===== src/rtl/pwm_timing_gen_if.sv =====
// Handshake bundle between the PWM control FSM and its timing front end.
// master = FSM (drives reset_contador/pwm), slave = pwm_timing_gen.
interface pwm_timing_gen_if;
    logic reset_contador;
    logic pwm;
    logic reset_contador_in;
    logic comp_frecuencia;
    logic comp_corriente;

    modport master (
        output reset_contador,
        output pwm,
        input  reset_contador_in,
        input  comp_frecuencia,
        input  comp_corriente
    );

    modport slave (
        input  reset_contador,
        input  pwm,
        output reset_contador_in,
        output comp_frecuencia,
        output comp_corriente
    );
endinterface


===== src/rtl/pwm_timing_gen.sv =====
// Timing/sensing front end for the PWM control FSM: start pulse, period
// compare, blanked+filtered current compare, t_max clamp, soft start, fault.
// Ports: clock/reset/enable, fsm (slave handshake), periodo/t_max,
// i_sense/i_ref/i_lim, cuenta, i_ref_eff, fault. All outputs registered.
module pwm_timing_gen #(
    parameter int CNT_W   = 16,
    parameter int ADC_W   = 10,
    parameter int BLANK   = 4,
    parameter int FILT    = 2,
    parameter int GAP_MIN = 3,
    parameter int SS_STEP = 8
) (
    input  logic             clock,
    input  logic             reset,
    input  logic             enable,
    pwm_timing_gen_if.slave  fsm,
    input  logic [CNT_W-1:0] periodo,
    input  logic [CNT_W-1:0] t_max,
    input  logic [ADC_W-1:0] i_sense,
    input  logic [ADC_W-1:0] i_ref,
    input  logic [ADC_W-1:0] i_lim,
    output logic [CNT_W-1:0] cuenta,
    output logic [ADC_W-1:0] i_ref_eff,
    output logic             fault
);
    localparam int GW = $clog2(GAP_MIN + 1);
    localparam int BW = $clog2(BLANK + 1);

    typedef enum logic [1:0] {S_OFF, S_SOFT, S_RUN, S_FAULT} state_t;

    state_t           r_state;
    logic             r_arm;
    logic [GW-1:0]    r_gap;
    logic [BW-1:0]    r_blank;
    logic [2:0]       r_filt;
    logic             r_pwm_d;
    logic [CNT_W-1:0] r_per_lat;
    logic [CNT_W-1:0] r_tmax_lat;
    logic [CNT_W-1:0] r_cnt;
    logic [ADC_W-1:0] r_eff;
    logic             r_fault;
    logic             r_rci;
    logic             r_cf;
    logic             r_cc;

    logic             w_rc;
    logic             w_pwm;
    logic             w_ovc;
    logic             w_active;
    logic             w_gap_ok;
    logic             w_start;
    logic [CNT_W-1:0] w_per;
    logic [CNT_W-1:0] w_per_m1;
    logic [CNT_W-1:0] w_tmax;
    logic [CNT_W-1:0] w_cnt_nxt;
    logic [CNT_W:0]   w_cnt_inc;
    logic             w_rise;
    logic             w_blanked;
    logic             w_qual;
    logic [2:0]       w_filt_nxt;
    logic [BW-1:0]    w_blank_nxt;
    logic [ADC_W:0]   w_ss;
    logic [ADC_W-1:0] w_ss_sat;
    logic             w_fault_nxt;
    logic             w_cc_nxt;
    logic             w_cf_nxt;

    assign w_rc     = fsm.reset_contador;
    assign w_pwm    = fsm.pwm;
    assign w_ovc    = (i_sense >= i_lim);
    assign w_active = (r_state == S_SOFT) || (r_state == S_RUN);
    // r_gap counts prior consecutive idle clocks; current one must be idle too
    assign w_gap_ok = (r_gap >= GW'(GAP_MIN));
    // overcurrent in the same clock suppresses the start
    assign w_start  = enable && w_active && w_rc && w_gap_ok
                    && r_arm && !w_ovc;

    assign w_per    = (periodo < CNT_W'(2)) ? CNT_W'(2) : periodo;
    assign w_per_m1 = w_per - CNT_W'(1);
    assign w_tmax   = (t_max < w_per_m1) ? t_max : w_per_m1;

    assign w_cnt_nxt = w_rc ? '0
                     : (&r_cnt ? r_cnt : r_cnt + CNT_W'(1));
    assign w_cnt_inc = {1'b0, w_cnt_nxt} + (CNT_W+1)'(1);

    // blanking window: the rising-edge sample plus BLANK-1 after it
    assign w_rise      = w_pwm && !r_pwm_d;
    assign w_blanked   = w_rise || (r_blank != '0);
    assign w_blank_nxt = w_rise ? BW'(BLANK - 1)
                       : ((r_blank != '0) ? r_blank - BW'(1) : '0);

    assign w_qual     = w_pwm && !w_blanked && (i_sense >= r_eff);
    assign w_filt_nxt = !w_qual ? 3'd0
                      : ((r_filt == 3'd7) ? r_filt : r_filt + 3'd1);

    assign w_ss     = {1'b0, r_eff} + (ADC_W+1)'(SS_STEP);
    assign w_ss_sat = (w_ss >= {1'b0, i_ref}) ? i_ref : w_ss[ADC_W-1:0];

    assign w_fault_nxt = enable && (r_fault || (w_active && w_ovc));

    // next-cycle values so the registered flags line up with cuenta
    assign w_cc_nxt = (w_filt_nxt >= 3'(FILT))
                    || (w_pwm && (w_cnt_nxt >= r_tmax_lat))
                    || w_fault_nxt
                    || !enable;
    assign w_cf_nxt = !w_rc && (w_cnt_inc >= {1'b0, r_per_lat});

    always_ff @(posedge clock) begin
        if (reset) begin
            r_state    <= S_OFF;
            r_arm      <= 1'b1;
            r_gap      <= '0;
            r_blank    <= '0;
            r_filt     <= '0;
            r_pwm_d    <= 1'b0;
            r_per_lat  <= '0;
            r_tmax_lat <= '0;
            r_cnt      <= '0;
            r_eff      <= '0;
            r_fault    <= 1'b0;
            r_rci      <= 1'b0;
            r_cf       <= 1'b0;
            r_cc       <= 1'b0;
        end else begin
            r_rci   <= w_start;
            r_cf    <= w_cf_nxt;
            r_cc    <= w_cc_nxt;
            r_cnt   <= w_cnt_nxt;
            r_fault <= w_fault_nxt;
            r_filt  <= w_filt_nxt;
            r_blank <= w_blank_nxt;
            r_pwm_d <= w_pwm;

            if (!w_rc)
                r_gap <= '0;
            else if (!w_gap_ok)
                r_gap <= r_gap + GW'(1);

            // re-arm only once the FSM has visibly left idle
            if (w_start) begin
                r_arm      <= 1'b0;
                r_per_lat  <= w_per;
                r_tmax_lat <= w_tmax;
            end else if (!w_rc) begin
                r_arm <= 1'b1;
            end

            if (!enable) begin
                r_state <= S_OFF;
                r_eff   <= '0;
            end else begin
                unique case (r_state)
                    S_OFF: begin
                        r_state <= S_SOFT;
                        r_eff   <= '0;
                    end
                    S_SOFT: begin
                        if (w_ovc) begin
                            r_state <= S_FAULT;
                        end else begin
                            if (r_eff >= i_ref)
                                r_state <= S_RUN;
                            if (w_start)
                                r_eff <= w_ss_sat;
                        end
                    end
                    S_RUN: begin
                        if (w_ovc)
                            r_state <= S_FAULT;
                        else
                            r_eff <= i_ref;
                    end
                    S_FAULT: r_state <= S_FAULT;
                    default: r_state <= S_OFF;
                endcase
            end
        end
    end

    assign fsm.reset_contador_in = r_rci;
    assign fsm.comp_frecuencia   = r_cf;
    assign fsm.comp_corriente    = r_cc;
    assign cuenta                = r_cnt;
    assign i_ref_eff             = r_eff;
    assign fault                 = r_fault;
endmodule

===== src/flat_wrapper.sv =====
// flat-port wrapper written by rule: the top's interface ports become plain ports
module pwm_timing_gen_flat 
#(
    parameter int CNT_W   = 16,
    parameter int ADC_W   = 10,
    parameter int BLANK   = 4,
    parameter int FILT    = 2,
    parameter int GAP_MIN = 3,
    parameter int SS_STEP = 8
)
  (clock, reset, enable, periodo, t_max, i_sense, i_ref, i_lim, cuenta, i_ref_eff, fault, fsm_reset_contador, fsm_pwm, fsm_reset_contador_in, fsm_comp_frecuencia, fsm_comp_corriente);
  pwm_timing_gen_if fsm_i ();
  input  logic clock;
  input  logic reset;
  input  logic enable;
  input  logic [CNT_W-1:0] periodo;
  input  logic [CNT_W-1:0] t_max;
  input  logic [ADC_W-1:0] i_sense;
  input  logic [ADC_W-1:0] i_ref;
  input  logic [ADC_W-1:0] i_lim;
  output logic [CNT_W-1:0] cuenta;
  output logic [ADC_W-1:0] i_ref_eff;
  output logic fault;
  input wire logic [$bits(fsm_i.reset_contador)-1:0] fsm_reset_contador;
  input wire logic [$bits(fsm_i.pwm)-1:0] fsm_pwm;
  output wire logic [$bits(fsm_i.reset_contador_in)-1:0] fsm_reset_contador_in;
  output wire logic [$bits(fsm_i.comp_frecuencia)-1:0] fsm_comp_frecuencia;
  output wire logic [$bits(fsm_i.comp_corriente)-1:0] fsm_comp_corriente;
  assign fsm_i.reset_contador = fsm_reset_contador;
  assign fsm_i.pwm = fsm_pwm;
  assign fsm_reset_contador_in = fsm_i.reset_contador_in;
  assign fsm_comp_frecuencia = fsm_i.comp_frecuencia;
  assign fsm_comp_corriente = fsm_i.comp_corriente;
  pwm_timing_gen #(.CNT_W(CNT_W), .ADC_W(ADC_W), .BLANK(BLANK), .FILT(FILT), .GAP_MIN(GAP_MIN), .SS_STEP(SS_STEP)) u_core (.clock(clock), .reset(reset), .enable(enable), .fsm(fsm_i), .periodo(periodo), .t_max(t_max), .i_sense(i_sense), .i_ref(i_ref), .i_lim(i_lim), .cuenta(cuenta), .i_ref_eff(i_ref_eff), .fault(fault));
endmodule

===== config.mk =====
export PLATFORM = sky130hd
export DESIGN_NAME = pwm_timing_gen_flat
export DESIGN_NICKNAME = d
export VERILOG_FILES = /design/src/rtl/pwm_timing_gen_if.sv /design/src/rtl/pwm_timing_gen.sv /design/src/flat_wrapper.sv
export SDC_FILE = /design/constraint.sdc
export NUM_CORES = 1
export LEC_CHECK = 0
export ABC_AREA = 1
export BUFFER_PORTS_ARGS = -buffer_cell sky130_fd_sc_hd__buf_2
export CORE_MARGIN = 5
export CORE_UTILIZATION = 60
export CTS_CLUSTER_SIZE = 10
export DETAILED_ROUTE_END_ITERATION = 12
export PLACE_DENSITY = 0.84
export SYNTH_ARGS = -nofsm -noshare
export SYNTH_HDL_FRONTEND = slang
export SYNTH_SLANG_ARGS = --single-unit

===== constraint.sdc =====
create_clock -name clock -period 7.97 [get_ports clock]
set_input_delay 0.3985 -clock clock [delete_from_list [all_inputs] [get_ports clock]]
set_output_delay 0.3985 -clock clock [all_outputs]
set_load 0.02 [all_outputs]

# Word-level counts from Yosys, hierarchy flattened
# Index checks and enable logic that the tools add are counted.
[totals] romBits=0 elab_cells=96 in_bits=67 mem_bits_rw=0 latch_bits=0 register_bits=74 memories=0
[classes] n_lt_le_gt_ge=10 eq_ne=10 shifts=0 reduce_logical=32 mux=19 bitwise=3 add_sub_neg=7 n_mul=0 n_div=0
[op_table] operator="$mux W16" count=4
[op_table] operator="$mux W10" count=4
[op_table] operator="$ge A10 B10 Y1" count=3
[op_table] operator="$pmux W10 S3" count=1
[op_table] operator="$add A16 B1 Y17 const B" count=1
[op_table] operator="$ge A17 B16 Y1" count=1
[op_table] operator="$add A16 B1 Y16 const B" count=1
[op_table] operator="$ge A16 B16 Y1" count=1
[op_table] operator="$lt A16 B16 Y1" count=1
[op_table] operator="$lt A16 B2 Y1 const B" count=1
[op_table] operator="$reduce_and A16 Y1" count=1
[op_table] operator="$sub A16 B1 Y16 const B" count=1
[op_table] operator="$logic_and A1 B1 Y1" count=12
[op_table] operator="$add A10 B4 Y11 const B" count=1
[op_table] operator="$ge A11 B10 Y1" count=1
[op_table] operator="$mux W2" count=5
[op_table] operator="$pmux W2 S4" count=1
[op_table] operator="$logic_or A1 B1 Y1" count=6
[op_table] operator="$mux W3" count=2
[op_table] operator="$ne A2 B1 Y1 const B" count=3
[op_table] operator="$reduce_bool A3 Y1" count=2
[op_table] operator="$logic_not A1 Y1" count=5
[op_table] operator="$eq A2 B2 Y1 const B" count=2
[op_table] operator="$ne A2 B2 Y1 const B" count=2
[op_table] operator="other kinds (15)" count=19

# Logic depth before layout (Yosys ltp)
# Gate-level depths: netlist (run 1).
[depth] word_depth=11 depth_mapped=28 depth_no_buf=28

# Worst setup path before layout (run 1)
# Ideal clock, no wire load.
[synth_timing] path_kind="input to register" startpoint="input port periodo[9]" endpoint="register u_core.r_tmax_lat[1]" path_slack_ns=4.302 required_ns=7.853 arrival_time_ns=3.551 n_path_buf=1 path_stages=21 path_cell_list="nor2_1 nand2_1 nor2_1 nand2_1 nand2_1 ha_1 nor3b_2 nand2_1 nor3b_2 nand3_1 nor2_1 xor2_1 inv_1 ha_1 nand4_1 a21oi_1 a2111oi_2 clkbuf_1 a21oi_1 nor2_1 nor2_1"
[synth_via] elab_chain_cells=5
[synth_rtl] item="start, declared" line="flat_wrapper.sv:16" text="input logic [CNT_W-1:0] periodo;"
[synth_rtl] item="$lt A16 B2 Y1" line="pwm_timing_gen.sv:78" text="assign w_per = (periodo < CNT_W'(2)) ? CNT_W'(2) : periodo;"
[synth_rtl] item="$mux W16 *" line="pwm_timing_gen.sv:78"
[synth_rtl] item="$sub A16 B1 Y16 *" line="pwm_timing_gen.sv:79" text="assign w_per_m1 = w_per - CNT_W'(1);"
[synth_rtl] item="$lt A16 B16 Y1" line="pwm_timing_gen.sv:80" text="assign w_tmax = (t_max < w_per_m1) ? t_max : w_per_m1;"
[synth_rtl] item="$mux W16 *" line="pwm_timing_gen.sv:80"
[synth_rtl] item="end signal, assigned" line="pwm_timing_gen.sv:143" text="r_tmax_lat <= w_tmax;"
[synth_rtl] item="end, declared" line="pwm_timing_gen.sv:38" text="logic [CNT_W-1:0] r_tmax_lat;"
# Mark *: on every way between the ends. The rest lies on a longest branch, timed or not.
# A chain may end at the register's enable or synchronous reset.

# Worst setup path after layout (run 1)
[layout_timing] startpoint="input port periodo[9]" endpoint="register u_core.r_tmax_lat[10]"
# Same word-level chain as after synthesis.

==> flow_metrics.tcl, run 1 <==
set metrics [dict create \
    dr_wl_met3_um 1120 \
    chipHeight_um 113 \
    cts_root_buf "clkbuf_8" \
    combPwrFrac_pct 19.0 \
    regToRegSetupSlack_ps 4030 \
    wirelength_um 16300 \
    synth_edf_count 0 \
    wl_met2_um 7300 \
    fin_tns_setup_ps 0 \
    swShare_pct 28.9 \
    dp_hpwl_um 13300 \
    slew_viol_final 0 \
    avgViaCountPerCell 5.33 \
    synth_warnings 0 \
    ir_drop_mv 0.0959 \
    drcViolationCount 0 \
    final_cell_mix "203 x nand2_1, 149 x inv_1, 118 x nor2_1, 96 x buf_2, 95 x ha_1" \
    p_per_area_nw_per_um2 120 \
    chipWidth_um 113 \
    cts_made_buffers 9 \
    worst-setup-path-type "in2reg" \
    seq_area_um2 1480 \
    post_cts_buffers 0 \
    slew-limit-headroom_pct 48.3 \
    hold_viol 0 \
    reg2reg_from "u_core.cuenta[0]" \
    status "finished, final reports clean" \
    firstDrtPassIters 5 \
    syn_area_um2 6400 \
    clock_skew_ps 16.4 \
    drive_gt1_share_pct 13.4 \
    drt_iter0_markers 398 \
    cts_num_sinks 74 \
    synth.yosys.seq_area_share_pct 23.1 \
    io_buffers 96 \
    clockPowerShare_pct 37.1 \
    final_util_pct 69.6 \
    seqPwrFrac_pct 44.0 \
    grt_max_degree 41 \
    worstReg2RegEnd "u_core.fsm.comp_frecuencia" \
    core-area_um2 10400 \
    grt_usage_pct 25.8 \
    hp-class "in2reg" \
    rr_worst_depth 24 \
    ys_seq_elements 74 \
    nets 1224 \
    synth_ff_type "dfxtp_1" \
    io_pins 97 \
    synth.net_count 1133 \
    worstHoldPathCells 3 \
    cts_resized 0 \
    area_growth_pct 12.7 \
    grt_pass1_vias 6052 \
    fmax_ghz 0.253 \
    period_share_pct 49.6 \
    wl_met1_um 7340 \
    avgSynthCellArea_um2 6.59 \
    finalCriticalPeriod_ps 3950 \
    cp.arrival_ps 4210 \
    rows 37 \
    grt_pass1_wl_um 27300 \
    dr_total_vias 6412 \
    avgRoutedWirePerCell_um 13.5 \
    synthArstFlopShare_pct 0 \
    drv_cap 0 \
    multi_input_area_um2 4260 \
    top_layer "met4" \
    synth_cell_types 43 \
    hold_buffers 0 \
    setup_viol_count_final 0 \
    switching_power_uw 249 \
    crit_path_end_kind "register" \
    cts_tree "built" \
    cp-start-kind "primary input" \
    postRouteAntennaNets 0 \
    crit_fanout 15 \
    p_leak_nw 3.71 \
    fillCellCount 981 \
    antenna_found_initial 0 \
    required_ps 8230 \
    clockBufferDepth 2 \
    gr-total-overflow 0 \
    antenna_cells 0 \
    hold_path.startpoint "fsm_pwm" \
    rsz0062_at_grt "false" \
    die_area_um2 12800 \
    finalWeightedCongestion 0.941 \
    clkLatencyLatePin_ps 370 \
    cts_max_level 3 \
    min_to "u_core.r_pwm_d" \
    synth_cells 971 \
    start_util_pct 61.7 \
    path_clk_slew_ps 70 \
    tightest_slew_ps 774 \
    intPower_uw 614 \
    final_common_cell "nand2_1" \
]
[how the worst max path moves through the flow]
stage / from / to / slack [ps] / cells past startpoint
6_report: periodo[9] / u_core.r_tmax_lat[10] / 4020 / 24
2_1_floorplan: periodo[9] / u_core.r_tmax_lat[1] / 4300 / 21
5_1_grt: periodo[7] / u_core.r_tmax_lat[4] / 3490 / 24
3_5_place_dp: periodo[9] / u_core.r_tmax_lat[10] / 3680 / 24
4_1_cts: periodo[9] / u_core.r_tmax_lat[10] / 4050 / 24
3_3_place_gp: periodo[9] / u_core.r_tmax_lat[10] / 3750 / 24
[metrics by stage]
step	hold slack [ps]	total power [mW]	instances	area, µm²	setup slack, ps
6_report	342	0.863	1203	7210	4020
5_1_grt	353	0.910	1203	7210	3490
3_3_place_gp	457	0.547	1187	7000	3750
4_1_cts	333	0.868	1203	7210	4050
2_1_floorplan	435	0.494	971	6400	4300
3_5_place_dp	465	0.550	1187	7000	3680
[final cells by class]
class,instances,share of cell area [%]
inverter,156,8.12
clock buffer,10,1.77
clock inverter,6,1.23
multi-input combinational,723,59.1
timing repair buffer,98,6.87
sequential,74,20.5
tap,136,2.36
[power groups by stage]
stage / sequential (mW) / combinational (mW) / clock (mW)
finish: 0.379 / 0.164 / 0.320
CTS: 0.379 / 0.163 / 0.325
global placement: 0.388 / 0.159 / 0
detailed placement: 0.388 / 0.162 / 0
global route: 0.380 / 0.187 / 0.343
floorplan: 0.390 / 0.104 / 0
[state kept, by name, indices dropped and copies added (netlist names)]
signal,cells
u_core.r_gap,2
u_core.r_pwm_d,1
u_core.r_blank,3
u_core.fsm.comp_corriente,1
u_core.r_tmax_lat,16
u_core.r_filt,3
u_core.cuenta,16
u_core.r_arm,1
u_core.fault,1
u_core.fsm.reset_contador_in,1
u_core.r_per_lat,16
u_core.fsm.comp_frecuencia,1
u_core.r_state,2
u_core.i_ref_eff,10
[cells in the mapped netlist (3+ instances only)]
library cell | n | area (µm²)
a211oi_1 | 4 | 30.0
a21oi_1 | 82 | 410
buf_2 | 3 | 15.0
clkbuf_1 | 11 | 41.3
dfxtp_1 | 74 | 1480
ha_1 | 95 | 1190
inv_1 | 149 | 559
inv_2 | 6 | 22.5
nand2_1 | 203 | 762
nand2_2 | 4 | 25.0
nand3_1 | 51 | 255
nand3b_1 | 3 | 22.5
nand4_1 | 28 | 175
nor2_1 | 118 | 443
nor2_2 | 7 | 43.8
nor3_1 | 17 | 85.1
nor3_2 | 3 | 30.0
nor4_1 | 4 | 25.0
o21a_1 | 3 | 22.5
o21ai_0 | 40 | 200
xnor2_1 | 6 | 52.6
xor2_1 | 30 | 263
[critical path, cell delays in order]
cell and delay [ps]:
buf_2 120, nor2_1 170, nand2_1 70, nor2_1 110, nand2_1 70, nand2_1 110
ha_1 190, nor3b_2 250, nand2_1 160, nor3b_2 250, nand3_1 130, nor2_1 130
xor2_1 150, inv_1 70, ha_1 270, nand4_1 110, a21oi_1 80, a2111oi_4 600
buf_4 330, nand2_1 140, nand2_1 100, nand3_1 60, nand2_1 70, inv_1 30
[logic make-up after synthesis]
family / Yosys count / synth area share, %
AO/OA/AOI/OAI: 142 / 12.0
flip-flops: 74 / 23.1
AND/OR/NAND/NOR: 449 / 30.8
multiplexers: 1 / 0.176
buffers and inverters: 174 / 10.4
adder cells (fa/ha/maj): 95 / 18.6
XOR/XNOR: 36 / 4.93
[layer usage]
metal  up-vias  GRT usage [%]
met5         -              0
met4         0           10.7
met3        46           5.08
met2       220           41.9
met1      2803           33.4
li1       3343              -
Note: power is estimated with default switching activity, not from simulation.
==> inputs of run 2 (changes only) <==
--- a/config.mk
+++ b/config.mk
@@ -8,10 +8,10 @@
 export ABC_AREA = 1
 export BUFFER_PORTS_ARGS = -buffer_cell sky130_fd_sc_hd__buf_2
 export CORE_MARGIN = 5
-export CORE_UTILIZATION = 60
+export CORE_UTILIZATION = 53
 export CTS_CLUSTER_SIZE = 10
 export DETAILED_ROUTE_END_ITERATION = 12
-export PLACE_DENSITY = 0.84
+export PLACE_DENSITY = 0.79
 export SYNTH_ARGS = -nofsm -noshare
 export SYNTH_HDL_FRONTEND = slang
 export SYNTH_SLANG_ARGS = --single-unit
==> constraint.sdc (replaced) <==
create_clock -name clock -period 3.5 [get_ports clock]
set_input_delay 0.175 -clock clock [delete_from_list [all_inputs] [get_ports clock]]
set_output_delay 0.175 -clock clock [all_outputs]
set_load 0.02 [all_outputs]
==> run 2 against run 1 <==
Effect of this change:
- total power is 150% higher
- non-clock buffer count rose by 34
- critical path depth increased by 1
- core utilization fell by 5.3 points
- first-iteration DRC count up 0.25%
- clock power increased to 2.8 times the previous value
- worst setup slack worse by 4000 ps
- final area rose by 6.1%
- wire length is 6.2% higher
- via count grew 3.9%
- critical endpoint is now u_core.fsm.comp_frecuencia
- largest cell class unchanged
==> flow_metrics.tcl, run 2 (synthesis gave the netlist of run 1 again) <==
set metrics [dict create \
    final_common_cell "nand2_1" \
    tightest_slew_ps 719 \
    power_mw 2.15 \
    cts_num_sinks 74 \
    drv_cap 0 \
    grt_use_met2_pct 41.3 \
    clkLatencyLatePin_ps 340 \
    swShare_pct 28.0 \
    use_met1_pct 29.8 \
    rows 40 \
    die_area_um2 14400 \
    hold_buffers 0 \
    dp.cells 1228 \
    cts_root_buf "clkbuf_16" \
    slowest_stage "dfxtp_1" \
    busiest_layer "met2" \
    finalWeightedCongestion 0.956 \
    hold_viol 0 \
    cts_max_level 3 \
    ir_drop_mv 0.159 \
    path_clk_slew_ps 60 \
    path_buf_inv 4 \
    intPower_mw 1.55 \
    crit_path_frequent_cell "nand2_1" \
    grt_util_met3_pct 4.19 \
    chipHeight_um 120 \
    hp-class "in2reg" \
    worst-setup-path-type "reg2reg" \
    combPwrFrac_pct 18.4 \
    firstDrtPassIters 5 \
    drt_iter0_markers 399 \
    finalCriticalPeriod_ps 3490 \
    p_per_area_nw_per_um2 281 \
    crit_fanout 3 \
    clockPowerShare_pct 41.5 \
    grt_pass1_wl_um 28300 \
    io_buffers 96 \
    final_util_pct 64.3 \
    clock_skew_ps 6.08 \
    p_leak_nw 3.95 \
    status "finished, final reports clean" \
    instances_no_fill 1248 \
    fmax_ghz 0.286 \
    dp_hpwl_um 13600 \
    postRouteAntennaNets 0 \
    setup_viol_count_final 0 \
    drive_gt1_share_pct 17.6 \
    fin_tns_setup_ps 0 \
    slew_viol_final 0 \
    crit_path_end_kind "register" \
    core-area_um2 11900 \
    area_growth_pct 19.6 \
    wirelength_um 17300 \
    io_pins 97 \
    gr-total-overflow 0 \
    slew-limit-headroom_pct 52.0 \
    cts_tree "built" \
    nets 1258 \
    required_ps 3740 \
    dpl_worst_slack_ps 78.2 \
    antenna_cells 0 \
    cp.arrival_ps 3730 \
    grt_usage_pct 23.7 \
    seqPwrFrac_pct 40.1 \
    clockBufferDepth 2 \
    grt_max_degree 40 \
    fillCellCount 1137 \
    avgViaCountPerCell 5.34 \
    critical-path-max-stage-delay_ps 350 \
    dr_total_vias 6664 \
    start_util_pct 53.7 \
    rsz0062_at_grt "true" \
    worst_slack_ps 7.72 \
    crit_family "simple AND/OR/NAND/NOR gates" \
    grt_pass1_vias 6233 \
    period_share_pct 99.8 \
    drcViolationCount 0 \
    avgRoutedWirePerCell_um 13.9 \
    switching_power_uw 604 \
    final_cell_mix "201 x nand2_1, 148 x inv_1, 116 x nor2_1, 96 x buf_2, 94 x ha_1" \
    cp-start-kind "register" \
    antenna_found_initial 0 \
    cts_made_buffers 9 \
    chipWidth_um 120 \
]
## run 2: changes by cell type in the layout (fill, tap and decap cells not counted), sizes merged
cell	delta
inv	-1
buf	+34
clkinv	+1
clkbuf	+2
bufinv	-2
## run 2: worst paths after layout
check                                  startpoint  cells past startpoint                         end  slack (ps)
worst max-delay path             u_core.cuenta[1]                     25  u_core.fsm.comp_frecuencia           8
worst max register to register   u_core.cuenta[1]                     25  u_core.fsm.comp_frecuencia           8
worst min-delay path                      fsm_pwm                      3              u_core.r_pwm_d         120
worst min register to register  u_core.r_blank[2]                      2           u_core.r_blank[1]         470
## run 2: what timing repair did
action / 4_1_cts / 5_1_grt
endpoints found under the setup margin: 1 / 1
pin swaps: 0 / 12
buffers inserted: 0 / 4
resized for setup: 1 / 20
## run 2: through the flow
| stage | hold WS, ps | area [µm²] |
|---|---|---|
| 4_1_cts | 110 | 7540 |
| 6_report | 119 | 7650 |
| 3_3_place_gp | 456 | 7250 |
| 3_5_place_dp | 462 | 7250 |
| 5_1_grt | 132 | 7650 |
| 2_1_floorplan | 265 | 6400 |
## run 2: final cells by class
type	count	area (µm²)	area share (%)
clock inverters	4	25.0	0.327
flip-flops and latches	74	1490	19.5
inverters	156	586	7.65
clock buffers	12	267	3.48
repair buffers	132	776	10.1
well taps	147	184	2.40
multi-input cells	723	4330	56.5
## run 2: layer usage
metal / wire [µm] / up-vias
met5: 0 / -
met4: 398 / 0
met3: 1010 / 40
met2: 8120 / 222
met1: 7770 / 2986
li1: - / 3416
## run 2: worst reg2reg max path, stage by stage (launching register included)
cell and delay [ps]:
dfxtp_1 350, ha_1 190, nand3_2 140, inv_2 70
nand2_1 100, nor2_4 130, or2_2 140, nand3_2 80
inv_2 100, ha_4 130, nand4_1 220, nor3_2 260
xor2_1 190, ha_1 290, a21oi_2 160, nor2_1 60
nor2_1 110, nand4_1 110, nand2_1 70, inv_1 40
o21bai_1 120, nand2_1 60, a21oi_1 110, o21ai_1 70
nand2_1 50, inv_1 40
## run 2: power groups by stage
| stage | Clock [mW] | Sequential [mW] | Combinational, mW |
|---|---|---|---|
| final | 0.894 | 0.864 | 0.397 |
| after global routing | 0.946 | 0.865 | 0.452 |
| after CTS | 0.904 | 0.865 | 0.390 |
| after detailed placement | 0 | 0.883 | 0.387 |
| after global placement | 0 | 0.882 | 0.379 |
| after floorplan | 0 | 0.889 | 0.237 |
==> inputs of run 3 (changes only) <==
--- a/config.mk
+++ b/config.mk
@@ -12,6 +12,7 @@
 export CTS_CLUSTER_SIZE = 10
 export DETAILED_ROUTE_END_ITERATION = 12
 export PLACE_DENSITY = 0.79
+export REMOVE_ABC_BUFFERS = 1
 export SYNTH_ARGS = -nofsm -noshare
 export SYNTH_HDL_FRONTEND = slang
 export SYNTH_SLANG_ARGS = --single-unit
==> run 3 against run 2 <==
Effect of this change:
- clock-buffer cell count decreased by 3
- global-route usage shrank 0.84 points
- die area unchanged
- clock skew hardly changed
- largest power group unchanged
==> flow_metrics.tcl, run 3 (synthesis gave the netlist of run 1 again) <==
set metrics [dict create \
    status "finished, final reports clean" \
    grt_pass1_wl_um 27600 \
    drive_gt1_share_pct 18.2 \
    ir_drop_mv 0.237 \
    final_cell_mix "201 x nand2_1, 146 x inv_1, 116 x nor2_1, 96 x buf_2, 93 x ha_1" \
    hold_viol 0 \
    p_leak_nw 3.92 \
    cp.arrival_ps 3580 \
    postRouteAntennaNets 0 \
    crit_path_frequent_cell "nand2_1" \
    chipWidth_um 120 \
    p_per_area_nw_per_um2 284 \
    finalCriticalPeriod_ps 3350 \
    rr_worst_depth 25 \
    chipHeight_um 120 \
    slew-limit-headroom_pct 52.2 \
    slew_viol_final 0 \
    dr_total_vias 6613 \
    clkLatencyLatePin_ps 340 \
    swShare_pct 28.1 \
    grt_pass1_vias 6102 \
    cts_tree "built" \
    reg2reg_from "u_core.cuenta[10]" \
    avgRoutedWirePerCell_um 13.6 \
    drt_iter0_markers 435 \
    tightest_slew_ps 717 \
    worst-setup-path-type "reg2reg" \
    cts_made_buffers 9 \
    whs_ps 126 \
    required_ps 3730 \
    antenna_cells 0 \
    finalWeightedCongestion 0.913 \
    firstDrtPassIters 5 \
    slowest_stage "dfxtp_1" \
    combPwrFrac_pct 18.0 \
    core-area_um2 11900 \
    drcViolationCount 0 \
    crit_fanout 13 \
    area_growth_pct 19.4 \
    regToRegSetupSlack_ps 150 \
    die_area_um2 14400 \
    path_clk_slew_ps 60 \
    io_buffers 96 \
    rows 40 \
    dp.cells 1221 \
    worstHoldPathCells 3 \
    avgViaCountPerCell 5.32 \
    io_pins 97 \
    fmax_ghz 0.298 \
    power_mw 2.17 \
    critical-path-max-stage-delay_ps 430 \
    final_common_cell "nand2_1" \
    clock_skew_ps 6.07 \
    cts_max_level 3 \
    rsz0062_at_grt "true" \
    setup_viol_count_final 0 \
    grt_usage_pct 22.9 \
    worst_slack_ps 150 \
    fillCellCount 1067 \
    grt_max_degree 40 \
    hp-class "in2reg" \
    gr-total-overflow 0 \
    dp_hpwl_um 13200 \
    nets 1253 \
    start_util_pct 53.7 \
    dpl_worst_slack_ps -14.5 \
    antenna_found_initial 0 \
    drv_cap 0 \
    clockBufferDepth 2 \
    seqPwrFrac_pct 39.9 \
    min_to "u_core.r_pwm_d" \
    clockPowerShare_pct 42.1 \
    worstReg2RegEnd "u_core.fsm.comp_frecuencia" \
    instances_no_fill 1243 \
    intPower_mw 1.56 \
    period_share_pct 95.7 \
    crit_path_end_kind "register" \
    switching_power_uw 609 \
    cts_num_sinks 74 \
    hold_buffers 0 \
    cp-start-kind "register" \
    wirelength_um 16900 \
    hold_path.startpoint "fsm_pwm" \
    cts_root_buf "clkbuf_16" \
]
run 3: repair_timing:
action | CTS | global route
resized for setup | 3 | 30
pin swaps | 3 | 11
setup buffers | 2 | 4
endpoints found under the setup margin | 1 | 1
run 3: power by group through the flow:
stage / logic (mW) / clock network [mW] / registers [mW]
global route: 0.443 / 0.967 / 0.865
CTS: 0.381 / 0.927 / 0.864
detailed placement: 0.379 / 0 / 0.882
global placement: 0.372 / 0 / 0.882
finish: 0.390 / 0.913 / 0.864
floorplan: 0.230 / 0 / 0.889
run 3: worst max-delay path by stage:
stage / start / end / slack (ps) / depth (start not counted)
finish: u_core.cuenta[10] / u_core.fsm.comp_frecuencia / 150 / 25
global route: u_core.cuenta[1] / u_core.fsm.comp_frecuencia / -90 / 25
CTS: u_core.cuenta[14] / u_core.fsm.comp_frecuencia / 10 / 24
detailed placement: u_core.cuenta[0] / u_core.fsm.comp_frecuencia / -10 / 25
global placement: u_core.cuenta[4] / u_core.fsm.comp_frecuencia / 90 / 24
floorplan: periodo[9] / u_core.r_tmax_lat[10] / -750 / 22
run 3: cell type report:
class | instances | area, µm² | share of cell area, %
Tap cell | 147 | 184 | 2.41
Clock buffer | 9 | 225 | 2.95
Multi-Input combinational cell | 723 | 4360 | 57.0
Sequential cell | 74 | 1500 | 19.6
Inverter | 156 | 586 | 7.66
Timing Repair Buffer | 127 | 726 | 9.50
Clock inverter | 7 | 70.1 | 0.917
run 3: stage by stage:
stage | TNS [ps] | utilization (%) | instance area, µm²
CTS | 0 | 63.1 | 7520
global placement | 0 | 60.4 | 7200
floorplan | -9240 | - | 6320
detailed placement | -14.5 | 60.4 | 7200
finish | 0 | 64.1 | 7640
global route | -94.3 | 64.1 | 7640
run 3: worst max-delay path, delay by kind of cell, from the launching register on:
family	cells	cell delay, ps
fa+ha+maj	1	250
simple gates	14	1610
xor+xnor	1	180
buf+inv	6	490
compound gates	3	290
flops	1	430
run 3: metal layers:
layer  share of wire (%)  vias up  global-route usage [%]
li1                    -     3404                       -
met2                  45      227                    37.9
met1                  47     2952                    30.8
met4                 2.0        0                    7.37
met3                 5.9       30                    3.06
met5                   0        -                       0
